File: src/rtl/processor18.sv
// 18-bit multi-cycle core: FETCH presents pc to the program RAM, EXEC decodes the
// returned word, writes at most one register and advances pc. Two clocks per instruction.
module processor18 #(
  parameter int ADDR_SIZE = 18,
  parameter int WORD_SIZE = 18
) (
  input  logic                 clock,
  input  logic                 reset,
  output logic [ADDR_SIZE-1:0] code_addr,
  input  logic [WORD_SIZE-1:0] code_word,
  output logic                 halted
);

  localparam logic FETCH = 1'b0;
  localparam logic EXEC  = 1'b1;

  localparam logic [3:0] OP_NOP  = 4'd0;
  localparam logic [3:0] OP_LDI  = 4'd1;
  localparam logic [3:0] OP_ADD  = 4'd2;
  localparam logic [3:0] OP_SUB  = 4'd3;
  localparam logic [3:0] OP_AND  = 4'd4;
  localparam logic [3:0] OP_OR   = 4'd5;
  localparam logic [3:0] OP_XOR  = 4'd6;
  localparam logic [3:0] OP_MOV  = 4'd7;
  localparam logic [3:0] OP_ADDI = 4'd8;
  localparam logic [3:0] OP_JMP  = 4'd9;
  localparam logic [3:0] OP_JZ   = 4'd10;
  localparam logic [3:0] OP_JNZ  = 4'd11;
  localparam logic [3:0] OP_SHL  = 4'd12;
  localparam logic [3:0] OP_SHR  = 4'd13;
  localparam logic [3:0] OP_HALT = 4'd14;

  logic                 state;
  logic [ADDR_SIZE-1:0] pc;
  logic [WORD_SIZE-1:0] regs [16];

  logic [3:0]           op;
  logic [3:0]           rd;
  logic [3:0]           ra;
  logic [3:0]           rb;
  logic [9:0]           imm10;
  logic [13:0]          imm14;
  logic [WORD_SIZE-1:0] rd_val;
  logic [WORD_SIZE-1:0] ra_val;
  logic [WORD_SIZE-1:0] rb_val;

  logic                 wr_en;
  logic [WORD_SIZE-1:0] wr_data;
  logic [ADDR_SIZE-1:0] pc_next;
  logic                 set_halt;

  function automatic logic [WORD_SIZE-1:0] sext6(input logic [5:0] v);
    logic signed [5:0]           s;
    logic signed [WORD_SIZE-1:0] w;
    s = signed'(v);
    w = WORD_SIZE'(s);
    return unsigned'(w);
  endfunction

  function automatic logic [WORD_SIZE-1:0] shl1(input logic [WORD_SIZE-1:0] v);
    return {v[WORD_SIZE-2:0], 1'b0};
  endfunction

  function automatic logic [WORD_SIZE-1:0] shr1(input logic [WORD_SIZE-1:0] v);
    return {1'b0, v[WORD_SIZE-1:1]};
  endfunction

  assign code_addr = pc;

  assign op     = code_word[17:14];
  assign rd     = code_word[13:10];
  assign ra     = code_word[9:6];
  assign rb     = code_word[5:2];
  assign imm10  = code_word[9:0];
  assign imm14  = code_word[13:0];
  assign rd_val = regs[rd];
  assign ra_val = regs[ra];
  assign rb_val = regs[rb];

  // Decode/execute: only meaningful while state == EXEC
  always_comb begin
    wr_en    = 1'b0;
    wr_data  = '0;
    pc_next  = pc + ADDR_SIZE'(1);
    set_halt = 1'b0;
    case (op)
      OP_LDI:  begin wr_en = 1'b1; wr_data = WORD_SIZE'(imm10); end
      OP_ADD:  begin wr_en = 1'b1; wr_data = ra_val + rb_val; end
      OP_SUB:  begin wr_en = 1'b1; wr_data = ra_val - rb_val; end
      OP_AND:  begin wr_en = 1'b1; wr_data = ra_val & rb_val; end
      OP_OR:   begin wr_en = 1'b1; wr_data = ra_val | rb_val; end
      OP_XOR:  begin wr_en = 1'b1; wr_data = ra_val ^ rb_val; end
      OP_MOV:  begin wr_en = 1'b1; wr_data = ra_val; end
      OP_ADDI: begin wr_en = 1'b1; wr_data = ra_val + sext6(code_word[5:0]); end
      OP_JMP:  pc_next = ADDR_SIZE'(imm14);
      OP_JZ:   if (rd_val == '0) pc_next = ADDR_SIZE'(imm10);
      OP_JNZ:  if (rd_val != '0) pc_next = ADDR_SIZE'(imm10);
      OP_SHL:  begin wr_en = 1'b1; wr_data = shl1(ra_val); end
      OP_SHR:  begin wr_en = 1'b1; wr_data = shr1(ra_val); end
      OP_HALT: begin set_halt = 1'b1; pc_next = pc; end
      default: ;
    endcase
  end

  // Commit point: pc, halted and the single register write update at the end of EXEC
  always_ff @(posedge clock) begin
    if (reset) begin
      pc     <= '0;
      state  <= FETCH;
      halted <= 1'b0;
      for (int i = 0; i < 16; i++) regs[i] <= '0;
    end else if (state == FETCH) begin
      state <= EXEC;
    end else begin
      state <= FETCH;
      if (!halted) begin
        pc <= pc_next;
        if (set_halt) halted <= 1'b1;
        if (wr_en) regs[rd] <= wr_data;
      end
    end
  end

endmodule

File: config.mk
export PLATFORM = sky130hd
export DESIGN_NAME = processor18
export DESIGN_NICKNAME = d
export VERILOG_FILES = /design/src/rtl/processor18.sv
export SDC_FILE = /design/constraint.sdc
export NUM_CORES = 1
export LEC_CHECK = 0
export ABC_CLOCK_PERIOD_IN_PS = 6800
export CAP_MARGIN = 10
export CORE_MARGIN = 3
export CORE_UTILIZATION = 55
export CTS_CLUSTER_DIAMETER = 60
export DETAILED_ROUTE_END_ITERATION = 10
export HOLD_SLACK_MARGIN = 0.15
export PLACE_DENSITY = 0.78
export REMOVE_ABC_BUFFERS = 1
export SYNTH_ARGS = -nofsm -noshare
export SYNTH_HDL_FRONTEND = slang
export SYNTH_SLANG_ARGS = --single-unit
File: constraint.sdc
create_clock -name clock -period 6.8 [get_ports clock]
set_input_delay 0.68 -clock clock [delete_from_list [all_inputs] [get_ports clock]]
set_output_delay 0.68 -clock clock [all_outputs]
set_load 0.005 [all_outputs]
==> Yosys cells after proc, flatten, opt, wreduce, memory -nomap -nowiden <==
Memories as Yosys holds them, arrays and structs flattened.
Cells that the tools add are included.
{ "word_totals": {"regBits": 20, "ram_bits": 288, "in_bits": 20, "out_inout_bits": 19, "wordCells": 51, "n_memories": 1} }
{ "memory_table": {"columns": ["name", "depth", "word_bits", "rd", "rd_clocked_by_memory_dff", "write_ports", "line", "text"], "rows": [
  ["regs", 16, 18, 3, 0, 16, "35", "logic [WORD_SIZE-1:0] regs [16];"]
]} }
{ "op_classes": {"addsub": 4, "eq_ne": 14, "muxes": 19, "n_bitwise": 5, "n_reduce_logical": 5} }
{ "op_table": {"columns": ["op", "count"], "rows": [
  ["$pmux W18 S10", 1],
  ["$pmux W18 S4", 1],
  ["$mux W18", 3],
  ["$add A18 B18 Y18", 2],
  ["$eq A4 B4 Y1 const B", 7],
  ["$add A18 B1 Y18 const B", 1],
  ["$and A18 B18 Y18", 1],
  ["$logic_not A18 Y1", 1],
  ["$or A18 B18 Y18", 1],
  ["$reduce_bool A18 Y1", 1],
  ["$reduce_or A18 Y1", 1],
  ["$sub A18 B18 Y18", 1],
  ["$xor A18 B18 Y18", 1],
  ["$eq A4 B3 Y1 const B", 4],
  ["$mux W1", 13],
  ["$reduce_or A10 Y1", 1],
  ["$eq A4 B2 Y1 const B", 2],
  ["$eq A4 B1 Y1 const B", 1],
  ["$mux W4", 1],
  ["$reduce_and A3 Y1", 1],
  ["$not A1 Y1", 2]
]} }

==> Depth between registers and ports, before layout <==
{ "depth": {"word_depth": 10, "mapped_depth": 24, "depth_no_buf": 21} }

==> Worst setup path after synthesis <==
Ideal clock, no wire load.
{ "synth_path": {"path_kind": "input port to flip-flop", "startpoint": "input code_word[3]", "endpoint": "memory regs[0][16] (data pin)", "setup_time_ns": 0.266, "t_arrival_ns": 6.010, "required_ns": 6.534, "path_slack_ns": 0.524, "path_stages": 24, "path_buffers": 3, "path_cell_list": "buf_1 > clkbuf_1 > mux4_2 > a22o_1 > or2_2 > inv_1 > ha_1 > nand2_1 > or4_1 > nand2b_1 > nor2_1 > xnor2_1 > o221ai_1 > ha_1 > a21o_1 > a21o_1 > a21o_1 > and2_1 > a2111oi_0 > o21bai_1 > mux2i_1 > a21oi_1 > clkbuf_1 > nor2_1"} }
{ "synth_lines": {"columns": ["element", "line", "text"], "rows": [
  ["from (decl)", "10", "input logic [WORD_SIZE-1:0] code_word,"],
  ["to (decl)", "35", null]
]} }

==> metrics.txt <==
pin slew with the least headroom to its limit=1.319 ns; clock root cell=clkbuf_16; leak pwr=7.378 nW; die width=191.4 µm; H-Tree Depth=2; Critical-path top delay cell=a2111oi_0; Initial Util=56.10%; Final #Nets=1,674; Crit. End Element=flop; Vias/cell=7.369; crit path cell chain=buf_4 -> buf_4 -> buf_4 -> mux4_2 -> a22o_1 -> a221oi_2 -> nand2_1 -> or4_1 -> nand2b_1 -> nor2_1 -> xnor2_1 -> o221ai_1 -> ha_1 -> a21o_1 -> a21o_1 -> a21o_1 -> and2_1 -> a2111oi_0 -> o21bai_1 -> mux2i_1 -> a21oi_1 -> buf_4 -> nor2_1; Ports=39; Avg Inst Size Synth=12.17 µm²; global routing's busiest layer=met2; CTS tree=done; Slew HR=11.42%; Final setup viols=0; Clock Skews=0.03381 ns; f_max=0.1601 GHz; Mapped Area=18,910 µm²; max-cap viol count=0; largest net degree at the start of global routing=65; Clock Pin Slew Worst Setup and Hold Paths=0.06 ns; drt wl/cell=31.27 µm; Synth Area in Simple Gates=14.96%; Iteration-0 DRC Markers=2,664; Seq/Total Area, Yosys=47.86%; period utilisation layout=91.83%; GR Overflow Total=0; post-synthesis cell type count=62; Detail Route Antenna Nets=0; Max FO, Critical Path=27; Synth Area in XOR/XNOR=1.463%; post-CTS setup buffers=0; most common cell in the netlist=nor2_1; post-synthesis compound-gate area fraction=7.472%; FFs w/ async S/R, synth=0%; first-pass GRT wire length=95,260 µm; Hold Buf Count CTS=0; Post-Syn Instances=1,554; post-synth top area cell=edfxtp_1; final hold vios=0; top post-synthesis cells by count=342 x nor2_1, 288 x edfxtp_1, 171 x mux4_2; Most common cell on crit path=buf_4; hpwl dp=45,780 µm; number of core rows=67; via count=15,280; reg2reg end=regs[13][16]$_SDFFCE_PN0P_; share of layout cells above drive strength 1=20.25%; Max stage delay on crit path=0.58 ns; register bit total from synthesis=308; Bufs and invs on worst path=4; total CTS buffers=35; GPL Wtd Cong=1.109; Max clock buf depth=3; largest family of logic cells by synthesized area=multiplexers; final setup TNS=0 ns; pwr/cell area=246.2 nW/µm²; number of synthesized flops with an enable pin=288; Main synth FF type=edfxtp_1; post-synthesis mux area share=21.01%; status=finished clean; Pre-Repair DR Iteration Count=6; Total GRT Usage=35.71%; DRC Markers=0; Worst Hold Path EP=state$_SDFF_PP0_; DRT Wirelength=64,810 µm; RSZ-0062 raised after global routing=no; Final Slew Violations=0; Adder-Cell Fraction of Synth Area=3.746%; Crit Path Class=input pin to flop; Place WS=0.04873 ns; flop2flop setup slack=0.83 ns; post-cts resize count=0; Die Ht=191.4 µm; final worst setup slack=0.5556 ns; Synth top area share=45.74%; Clock Latency Late Sink=0.54 ns; largest cells by area after synthesis=edfxtp_1 46%, mux4_2 20%, nor2_1 6.8%; HP Start=state$_SDFF_PP0_; fin crit period=6.244 ns; critical path startpoint category=input pin; grt met2 use=53.00%; area grow syn2layout=12.32%; Yosys Warn Count=0; RR Startpoint=regs[7][0]$_SDFFCE_PN0P_; Total Power=5.227 mW; die area=36,630 µm²; Reg2Reg Depth=22; critical path's top delay family=compound AO/OA/AOI/OAI gates; peak supply drop=0.2861 mV; Num Clock Sinks=308; initial antenna violation count=4; grt met3 use=10.82%; Inserted Diodes=0; Worst Hold Class=flop to flop; hold depth=1; GR Layer Usage met1=47.26%; number of global-route vias before repair=14,720; Critical Path RT=7.06 ns; WHS=0.4520 ns; PortBufs=38; core box area=33,700 µm²; Arr. time, crit path=6.51 ns
## cell families (layout without fill, tap and decap cells)
| kind of cell | after synthesis | after routing |
|---|---|---|
| AO/OA/AOI/OAI | 194 | 194 |
| XOR/XNOR | 30 | 30 |
| adder cells (fa/ha/maj) | 56 | 56 |
| buffers and inverters | 165 | 236 |
| flip-flops | 308 | 308 |
| multiplexers | 183 | 183 |
| AND/OR/NAND/NOR | 618 | 618 |
## layout by cell type, fill, tap and decap left out, drive strengths merged, types with 10 or more instances in the layout
master	instances
o21ai	27
nand2	59
o221ai	13
nor3	27
nand4	17
a21oi	40
or4	10
buf	81
nand3	29
clkinv	15
mux2i	12
xnor2	23
nor4	68
nor2	342
dfxtp	20
inv	62
a221oi	22
nand2b	32
ha	55
clkdlybuf4s50	34
clkbuf	38
edfxtp	288
mux4	171
nor2b	10
a22oi	31
## routing by layer
layer	vias up	wire (µm)
met5	-	46
met4	6	4423
met3	284	9875
met2	1422	28530
met1	7431	21940
li1	6133	-
## report_power, final
part | internal (mW) | switching, mW | leakage (nW)
clock network | 1.17 | 0.800 | 0.587
registers | 2.14 | 0.0749 | 3.14
logic | 0.377 | 0.664 | 3.65
total | 3.69 | 1.54 | 7.38
## worst max path at each step
stage	from	cells past startpoint	slack, ns	end
detailed placement	code_word[2]	23	0.05	regs[3][16]$_SDFFCE_PN0P_
floorplan	code_word[2]	21	1.05	regs[0][16]$_SDFFCE_PN0P_
finish	code_word[2]	23	0.56	regs[13][16]$_SDFFCE_PN0P_
global placement	code_word[2]	22	0.19	regs[11][16]$_SDFFCE_PN0P_
global route	code_word[2]	23	0.14	regs[11][16]$_SDFFCE_PN0P_
CTS	code_word[2]	23	0.57	regs[3][16]$_SDFFCE_PN0P_
## sequential cells by signal, summed over array words and instances, names as in the netlist
name	flops
regs	288
state	1
code_addr	18
halted	1
## through the flow
step	utilization [%]	std cells	cell area, µm²
6_report	63.01	2073	21230
5_1_grt	63.01	2073	21230
4_1_cts	63.01	2073	21230
3_5_place_dp	59.46	2009	20040
3_3_place_gp	59.46	2009	20040
2_1_floorplan	-	1446	18460
## final cells by class
cell class / instances / area, µm²
Clock inverter: 26 / 289.0
Sequential cell: 308 / 9049
Clock buffer: 38 / 908.4
Inverter: 57 / 214.0
Fill cell: 2523 / 12470
Timing Repair Buffer: 115 / 960.9
Multi-Input combinational cell: 1081 / 9253
Tap cell: 448 / 560.5
Power figures use the tool's default switching activity.
